File: src/rtl/yutorina_sfr_console_if.sv
// -----------------------------------------------------------------------------
// yutorina_sfr_console_if
//   SFR port bundle between the CPU (master) and the console sink (slave).
//   The write side carries the active-low write strobe, address and data.
//   The read side carries the read address and the status word returned by
//   the console.
//
//   Signals
//     we_      master->slave  SFR write enable, active-low
//     wr_addr  master->slave  SFR write address
//     wr_data  master->slave  SFR write data
//     rd_addr  master->slave  SFR read address
//     rd_data  slave->master  read data (combinational in the slave)
// -----------------------------------------------------------------------------
interface yutorina_sfr_console_if #(
  parameter int ADDR_W = 5,
  parameter int DATA_W = 32
);
  logic              we_;
  logic [ADDR_W-1:0] wr_addr;
  logic [DATA_W-1:0] wr_data;
  logic [ADDR_W-1:0] rd_addr;
  logic [DATA_W-1:0] rd_data;

  modport master (
    output we_, wr_addr, wr_data, rd_addr,
    input  rd_data
  );

  modport slave (
    input  we_, wr_addr, wr_data, rd_addr,
    output rd_data
  );
endinterface

File: src/rtl/yutorina_sfr_console.sv
// -----------------------------------------------------------------------------
// yutorina_sfr_console
//   Console sink on the SFR write port. CPU writes to CONSOLE_ADDR enqueue
//   wr_data[7:0] into a small circular FIFO; a UART transmitter drains the
//   FIFO and shifts each byte out on txd, LSB first, one bit per CLK_DIV
//   clocks. A status word at STATUS_ADDR reports busy, full, a sticky
//   overflow flag and the FIFO level; writing 1 to bit 2 of STATUS_ADDR
//   clears overflow.
//
//   Ports
//     clk   in   clock
//     rst   in   reset, synchronous, active-high
//     sfr   slave modport of yutorina_sfr_console_if
//             we_/wr_addr/wr_data  write port (snooped)
//             rd_addr/rd_data      status read, rd_data combinational
//     txd   out  UART serial output, idle high, registered
//
//   Status word at STATUS_ADDR
//     [0]              busy      (transmitter active or FIFO not empty)
//     [1]              full
//     [2]              overflow  (sticky; a byte was dropped while full)
//     [FIFO_AW+8:8]    level     (0 .. 2**FIFO_AW)
//     all other bits 0; any other rd_addr reads 0.
//
//   Configuration
//     YUTORINA_SFR_CONSOLE_PARITY_EN  defined   -> 8E1 frame (even parity
//                                                  bit after data, 11 bits)
//                                     undefined -> 8N1 frame (10 bits)
// -----------------------------------------------------------------------------
module yutorina_sfr_console #(
  parameter int                ADDR_W       = 5,
  parameter int                DATA_W       = 32,
  parameter logic [ADDR_W-1:0] CONSOLE_ADDR = 5'd2,
  parameter logic [ADDR_W-1:0] STATUS_ADDR  = 5'd3,
  parameter int                CLK_DIV      = 434,
  parameter int                FIFO_AW      = 4
) (
  input  logic                  clk,
  input  logic                  rst,
  yutorina_sfr_console_if.slave sfr,
  output logic                  txd
);

  localparam int DEPTH  = 1 << FIFO_AW;
  localparam int BAUD_W = (CLK_DIV > 2) ? $clog2(CLK_DIV) : 1;

  localparam logic [FIFO_AW:0]  FULL_LVL  = (FIFO_AW + 1)'(DEPTH);
  localparam logic [BAUD_W-1:0] BAUD_LAST = BAUD_W'(CLK_DIV - 1);

  typedef enum logic [2:0] {
    S_IDLE,
    S_START,
    S_DATA,
    S_PARITY,
    S_STOP
  } state_e;

  // ---------------------------------------------------------------------------
  // State
  // ---------------------------------------------------------------------------
  state_e             state_q,  state_d;
  logic [BAUD_W-1:0]  baud_q,   baud_d;
  logic [2:0]         bit_q,    bit_d;
  logic [7:0]         shift_q,  shift_d;
  logic               txd_q,    txd_d;
`ifdef YUTORINA_SFR_CONSOLE_PARITY_EN
  logic               par_q,    par_d;
`endif

  logic [FIFO_AW-1:0] wr_ptr_q, wr_ptr_d;
  logic [FIFO_AW-1:0] rd_ptr_q, rd_ptr_d;
  logic [FIFO_AW:0]   level_q,  level_d;
  logic               ovf_q,    ovf_d;
  logic [7:0]         mem_q [DEPTH];

  // ---------------------------------------------------------------------------
  // Decode and FIFO status
  // ---------------------------------------------------------------------------
  logic       push_req;
  logic       push;
  logic       pop;
  logic       empty;
  logic       full;
  logic       ovf_set;
  logic       ovf_clr;
  logic       bit_end;
  logic       busy;
  logic [7:0] head;

  // Only the low byte of wr_data is consumed (plus bit 2 for the status
  // clear); the upper bits are folded here so they read as intentionally
  // unused.
  logic unused_wr_hi;
  assign unused_wr_hi = ^sfr.wr_data[DATA_W-1:8];

  assign push_req = !sfr.we_ && (sfr.wr_addr == CONSOLE_ADDR);
  assign ovf_clr  = !sfr.we_ && (sfr.wr_addr == STATUS_ADDR) && sfr.wr_data[2];
  assign empty    = (level_q == '0);
  assign full     = (level_q == FULL_LVL);
  assign head     = mem_q[rd_ptr_q];
  assign bit_end  = (baud_q == BAUD_LAST);
  assign busy     = (state_q != S_IDLE) || !empty;

  // A pop on the same edge frees a slot, so a write into a full FIFO is still
  // accepted then and the level stays put.
  assign push    = push_req && (!full || pop);
  assign ovf_set = push_req && full && !pop;

  // ---------------------------------------------------------------------------
  // Transmitter FSM: next state and outputs
  // ---------------------------------------------------------------------------
  always_comb begin
    // NOTE: every signal written here gets a default first so the block is
    // purely combinational and no latch is inferred.
    state_d = state_q;
    baud_d  = baud_q;
    bit_d   = bit_q;
    shift_d = shift_q;
    txd_d   = txd_q;
    pop     = 1'b0;
`ifdef YUTORINA_SFR_CONSOLE_PARITY_EN
    par_d   = par_q;
`endif

    // Baud counter free-runs 0..CLK_DIV-1 while a frame is on the line.
    if (state_q != S_IDLE) begin
      baud_d = bit_end ? '0 : baud_q + 1'b1;
    end

    unique case (state_q)
      S_IDLE: begin
        if (!empty) begin
          pop     = 1'b1;
          shift_d = head;
          txd_d   = 1'b0;
          baud_d  = '0;
          state_d = S_START;
        end
      end

      S_START: begin
        if (bit_end) begin
          txd_d   = shift_q[0];
          shift_d = {1'b0, shift_q[7:1]};
          bit_d   = '0;
`ifdef YUTORINA_SFR_CONSOLE_PARITY_EN
          par_d   = shift_q[0];
`endif
          state_d = S_DATA;
        end
      end

      S_DATA: begin
        if (bit_end) begin
          if (bit_q == 3'd7) begin
`ifdef YUTORINA_SFR_CONSOLE_PARITY_EN
            // par_q now holds the XOR of all eight data bits sent.
            txd_d   = par_q;
            state_d = S_PARITY;
`else
            txd_d   = 1'b1;
            state_d = S_STOP;
`endif
          end else begin
            txd_d   = shift_q[0];
            shift_d = {1'b0, shift_q[7:1]};
            bit_d   = bit_q + 1'b1;
`ifdef YUTORINA_SFR_CONSOLE_PARITY_EN
            par_d   = par_q ^ shift_q[0];
`endif
          end
        end
      end

      S_PARITY: begin
        if (bit_end) begin
          txd_d   = 1'b1;
          state_d = S_STOP;
        end
      end

      S_STOP: begin
        if (bit_end) begin
          // Chain straight into the next start bit when more bytes wait.
          if (!empty) begin
            pop     = 1'b1;
            shift_d = head;
            txd_d   = 1'b0;
            state_d = S_START;
          end else begin
            state_d = S_IDLE;
          end
        end
      end

      default: begin
        txd_d   = 1'b1;
        state_d = S_IDLE;
      end
    endcase
  end

  // ---------------------------------------------------------------------------
  // FIFO pointers, level and overflow flag
  // ---------------------------------------------------------------------------
  always_comb begin
    wr_ptr_d = push ? wr_ptr_q + 1'b1 : wr_ptr_q;
    rd_ptr_d = pop  ? rd_ptr_q + 1'b1 : rd_ptr_q;

    unique case ({push, pop})
      2'b10:   level_d = level_q + 1'b1;
      2'b01:   level_d = level_q - 1'b1;
      default: level_d = level_q;
    endcase

    // A new overflow outranks a clear landing on the same edge.
    if (ovf_set) begin
      ovf_d = 1'b1;
    end else if (ovf_clr) begin
      ovf_d = 1'b0;
    end else begin
      ovf_d = ovf_q;
    end
  end

  // ---------------------------------------------------------------------------
  // Registers
  // ---------------------------------------------------------------------------
  // NOTE: state flops use non-blocking assignments so every flop samples the
  // pre-edge values regardless of statement order.
  always_ff @(posedge clk) begin
    if (rst) begin
      state_q  <= S_IDLE;
      baud_q   <= '0;
      bit_q    <= '0;
      shift_q  <= '0;
      txd_q    <= 1'b1;
      wr_ptr_q <= '0;
      rd_ptr_q <= '0;
      level_q  <= '0;
      ovf_q    <= 1'b0;
`ifdef YUTORINA_SFR_CONSOLE_PARITY_EN
      par_q    <= 1'b0;
`endif
    end else begin
      state_q  <= state_d;
      baud_q   <= baud_d;
      bit_q    <= bit_d;
      shift_q  <= shift_d;
      txd_q    <= txd_d;
      wr_ptr_q <= wr_ptr_d;
      rd_ptr_q <= rd_ptr_d;
      level_q  <= level_d;
      ovf_q    <= ovf_d;
`ifdef YUTORINA_SFR_CONSOLE_PARITY_EN
      par_q    <= par_d;
`endif
    end
  end

  // NOTE: the FIFO storage has no reset; clearing the pointers and level
  // makes any stale contents unreachable, and a plain RAM maps cleanly.
  always_ff @(posedge clk) begin
    if (push) begin
      mem_q[wr_ptr_q] <= sfr.wr_data[7:0];
    end
  end

  assign txd = txd_q;

  // ---------------------------------------------------------------------------
  // Status read
  // ---------------------------------------------------------------------------
  always_comb begin
    sfr.rd_data = '0;
    if (sfr.rd_addr == STATUS_ADDR) begin
      sfr.rd_data[0]           = busy;
      sfr.rd_data[1]           = full;
      sfr.rd_data[2]           = ovf_q;
      sfr.rd_data[FIFO_AW+8:8] = level_q;
    end
  end

endmodule

File: src/flat_wrapper.sv
// flat-port wrapper written by rule: the top's interface ports become plain ports
module yutorina_sfr_console_flat 
#(
  parameter int                ADDR_W       = 5,
  parameter int                DATA_W       = 32,
  parameter logic [ADDR_W-1:0] CONSOLE_ADDR = 5'd2,
  parameter logic [ADDR_W-1:0] STATUS_ADDR  = 5'd3,
  parameter int                CLK_DIV      = 434,
  parameter int                FIFO_AW      = 4
)
  (clk, rst, txd, sfr_we_, sfr_wr_addr, sfr_wr_data, sfr_rd_addr, sfr_rd_data);
  yutorina_sfr_console_if #(.ADDR_W(ADDR_W), .DATA_W(DATA_W)) sfr_i ();
  input  logic clk;
  input  logic rst;
  output logic txd;
  input wire logic [$bits(sfr_i.we_)-1:0] sfr_we_;
  input wire logic [$bits(sfr_i.wr_addr)-1:0] sfr_wr_addr;
  input wire logic [$bits(sfr_i.wr_data)-1:0] sfr_wr_data;
  input wire logic [$bits(sfr_i.rd_addr)-1:0] sfr_rd_addr;
  output wire logic [$bits(sfr_i.rd_data)-1:0] sfr_rd_data;
  assign sfr_i.we_ = sfr_we_;
  assign sfr_i.wr_addr = sfr_wr_addr;
  assign sfr_i.wr_data = sfr_wr_data;
  assign sfr_i.rd_addr = sfr_rd_addr;
  assign sfr_rd_data = sfr_i.rd_data;
  yutorina_sfr_console #(.ADDR_W(ADDR_W), .DATA_W(DATA_W), .CONSOLE_ADDR(CONSOLE_ADDR), .STATUS_ADDR(STATUS_ADDR), .CLK_DIV(CLK_DIV), .FIFO_AW(FIFO_AW)) u_core (.clk(clk), .rst(rst), .sfr(sfr_i), .txd(txd));
endmodule
File: config.mk
export PLATFORM = sky130hd
export DESIGN_NAME = yutorina_sfr_console_flat
export DESIGN_NICKNAME = d
export VERILOG_FILES = /design/src/rtl/yutorina_sfr_console_if.sv /design/src/rtl/yutorina_sfr_console.sv /design/src/flat_wrapper.sv
export SDC_FILE = /design/constraint.sdc
export NUM_CORES = 1
export LEC_CHECK = 0
export CAP_MARGIN = 20
export CORE_MARGIN = 5
export CORE_UTILIZATION = 37
export CTS_CLUSTER_DIAMETER = 30
export DETAILED_ROUTE_END_ITERATION = 10
export SYNTH_ARGS = -nofsm -noshare
export SYNTH_HDL_FRONTEND = slang
export SYNTH_SLANG_ARGS = --single-unit
File: constraint.sdc
create_clock -name clk -period 4.73 [get_ports clk]
set_input_delay 0.946 -clock clk [delete_from_list [all_inputs] [get_ports clk]]
set_output_delay 0.946 -clock clk [all_outputs]
set_load 0.005 [all_outputs]
==> flow_summary.yaml <==
layout:
  drive_above_1_share: 0.165
  final_common_cell: "edfxtp_1"
  fin_util: 0.426
  layoutNonFillerInstCount: 835
  n_fill_cell: 1826
  layout.nets: 610
  area_delta_synth_final_pct: 13.9
  layout_common_cells: "128 x edfxtp_1, 41 x dfxtp_1, 32 x mux4_2"
  stdcell_area_sq_um: 8590
  antenna_cells: 0
critical_path:
  start_kind: "input port"
  crit_top_cell: "clkdlybuf4s50_1"
  path_cells: "clkdlybuf4s50_1 -> nor4_1 -> and2_2 -> clkdlybuf4s50_1"
  path_max_fanout: 8
  worst-endpoint-arrival_ns: 2.79
  critPathTopFamily: "simple AND/OR/NAND/NOR gates"
  end_kind: "output pin"
  cp_slowest_stage_delay_ns: 0.69
  worst-path-stages: 4
  cp_num_buf_inv: 2
  critical-path-slowest-cell: "nor4_1"
  critPathKind: "input port to output pin"
  reg2reg_depth: 12
  crit_required_ns: 3.78
job:
  cap_viol_max_count: 0
placement:
  hpwl_um: 9580
  placed_cell_area_sq_um: 7960
  dp_cells: 801
  place_congestion: 0.759
  io_buffers: 29
yosys:
  synth_cells: 522
  synth_top_area_frac: 0.510
  yosysUniqueCellTypes: 57
  synth_area_sq_um: 7540
  avgSynthCellArea_sq_um: 14.4
  yosys_warnings: 0
  synth_flop_cell: "edfxtp_1"
  yosysSeqAreaShare: 0.621
  ys_ff_latch: 170
  async_reset_ff_frac: 0
  yosysTopAreaCell: "edfxtp_1"
  synth_edf_count: 128
  synthTopCellsByArea: "edfxtp_1 51%, dfxtp_1 11%, mux4_2 9.6%"
routing:
  dr_wl_met3_um: 822
  wl_met2_um: 7560
  drc_errors: 0
  top_layer: "met4"
  wl_um: 14800
  vias: 4258
  dr.pass1.iters: 5
  wl_met1_um: 6240
  ant_nets: 0
  first_iter_violations: 376
  vias_per_cell: 5.10
  wl_per_cell_um: 17.7
sta:
  fin_setup_tns_ns: 0
  tightest_slew_ns: 1.02
  fin_skew_ns: 0.0154
  setup_viol: 0
  report.final.slew_viol_count: 0
  period_minus_slack_ns: 3.73
  hold_viol_final: 0
  maxSlewHeadroom: 0.320
  fmax_ghz: 0.268
  rsz0062_at_grt: "no"
  post-route-period-util: 0.790
pwr:
  leakagePower_nw: 2.85
  p_seq_frac: 0.434
  power_frac_clock: 0.347
  total_power_mw: 4.09
  power_density_nw_per_um2: 476
  p_int_mw: 2.87
  combPwrFrac: 0.218
  switching_share: 0.299
  vdd_drop_max_v: 0.000298
  p_sw_mw: 1.22
grt:
  grt.total_usage: 0.128
  globalRouteOverflowTotal: 0
  grt_pass1_wl_um: 23200
  grt_max_degree: 32
  grt_pass1_vias: 4235
  antenna_found_initial: 0
floorplanning:
  die_area_sq_um: 23300
  io_pins: 78
  start_util: 0.374
  die_h_um: 153
  coreArea_sq_um: 20200
  die_w_um: 153
  fp-row-count: 52
cts:
  cts_buffers: 17
  clk_latency_ns: 0.43
  cts_tree: "built"
  cts_root_buffer: "clkbuf_16"
  clk_path_buf_depth: 2
  h-tree-depth: 4
  clkTransAtPathRegs_ns: 0.06
  postCtsSetupBuffers: 0
  holdBufCountCts: 0
  cts_resized: 0
  cts.sinks: 170
hold_path:
  hp-class: "flip-flop to flip-flop"
  holdPathStages: 2
run_status:
  status: "finished, final reports clean"
==> routing by layer <==
metal | global-route usage | vias to the layer above
met1 | 0.166 | 2123
met5 | 0 | -
met3 | 0.0321 | 13
li1 | - | 2016
met4 | 0.0373 | 0
met2 | 0.215 | 106
==> state kept, by name, indices dropped and copies added, names as in the netlist, named ones only <==
signal           count
u_core.ovf_q         1
u_core.state_q       3
u_core.baud_q        9
u_core.txd           1
u_core.rd_ptr_q      4
u_core.bit_q         3
u_core.level_q       5
u_core.mem_q       128
u_core.shift_q       8
u_core.wr_ptr_q      4
==> tightest hold or removal path, stage by stage, from the launching register on <==
cell	delay [ns]
dfxtp_1	0.31
nand2_1	0.05
a21oi_1	0.05
==> power by group through the flow <==
stage               clock, mW  combinational (mW)  sequential, mW
CTS                      1.45               0.896            1.78
detailed placement          0               0.891            1.81
finish                   1.42               0.893            1.78
global placement            0               0.869            1.81
global route             1.51               0.992            1.79
floorplan                   0               0.810            1.73
==> path summary, 6_finish.rpt <==
check / slack [ns] / from / endpoint
max: 1.0 / sfr_rd_addr[3] / sfr_rd_data[9]
min: 0.46 / u_core.bit_q[1] / u_core.bit_q[1]
max reg2reg: 1.18 / u_core.level_q[1] / u_core.level_q[3]
min reg2reg: 0.46 / u_core.bit_q[1] / u_core.bit_q[1]
==> cell families (layout without fill, tap and decap cells) <==
| group | after synthesis | count (layout) | synth area share |
|---|---|---|---|
| simple gates | 143 | 143 | 0.102 |
| xor+xnor | 7 | 7 | 0.00813 |
| compound gates | 84 | 84 | 0.0831 |
| other cells | 1 | 24 | 0.000497 |
| buf+inv | 60 | 80 | 0.0514 |
| flops | 170 | 170 | 0.621 |
| mux | 44 | 44 | 0.112 |
| fa+ha+maj | 13 | 13 | 0.0216 |
==> metrics by stage <==
step / setup WS, ns / hold slack (ns)
after global routing: 0.750 / 0.483
after detailed placement: 0.635 / 0.454
after global placement: 0.664 / 0.445
after floorplan: 1.16 / 0.436
after CTS: 0.921 / 0.463
final: 0.996 / 0.459
==> cell usage after synthesis (3+ instances only) <==
cell and count:
xor2_1 4, mux4_2 32, or3_1 6, and3_1 19, nand2_1 18, nor2b_1 15, nand3b_1 6, a311oi_2 7
mux2i_1 10, and2_1 7, nor4_1 3, nand3_1 12, buf_4 28, buf_6 6, a211o_1 7, nor2_1 31
a211oi_1 9, a21oi_1 25, dfxtp_1 42, clkbuf_1 9, nor3_1 11, ha_1 13, inv_1 11, xnor2_1 3
nand2b_1 3, edfxtp_1 128, o21ai_0 18
==> area by class of cell <==
cell class	count	area (sq um)	area share
Sequential cell	170	4690	0.546
Multi-Input combinational cell	315	2560	0.298
Clock buffer	17	425	0.0495
Timing Repair Buffer	37	350	0.0408
Tap cell	270	338	0.0393
Clock inverter	15	193	0.0224
Inverter	11	41.3	0.00481
(Power assumes the default switching activity.)
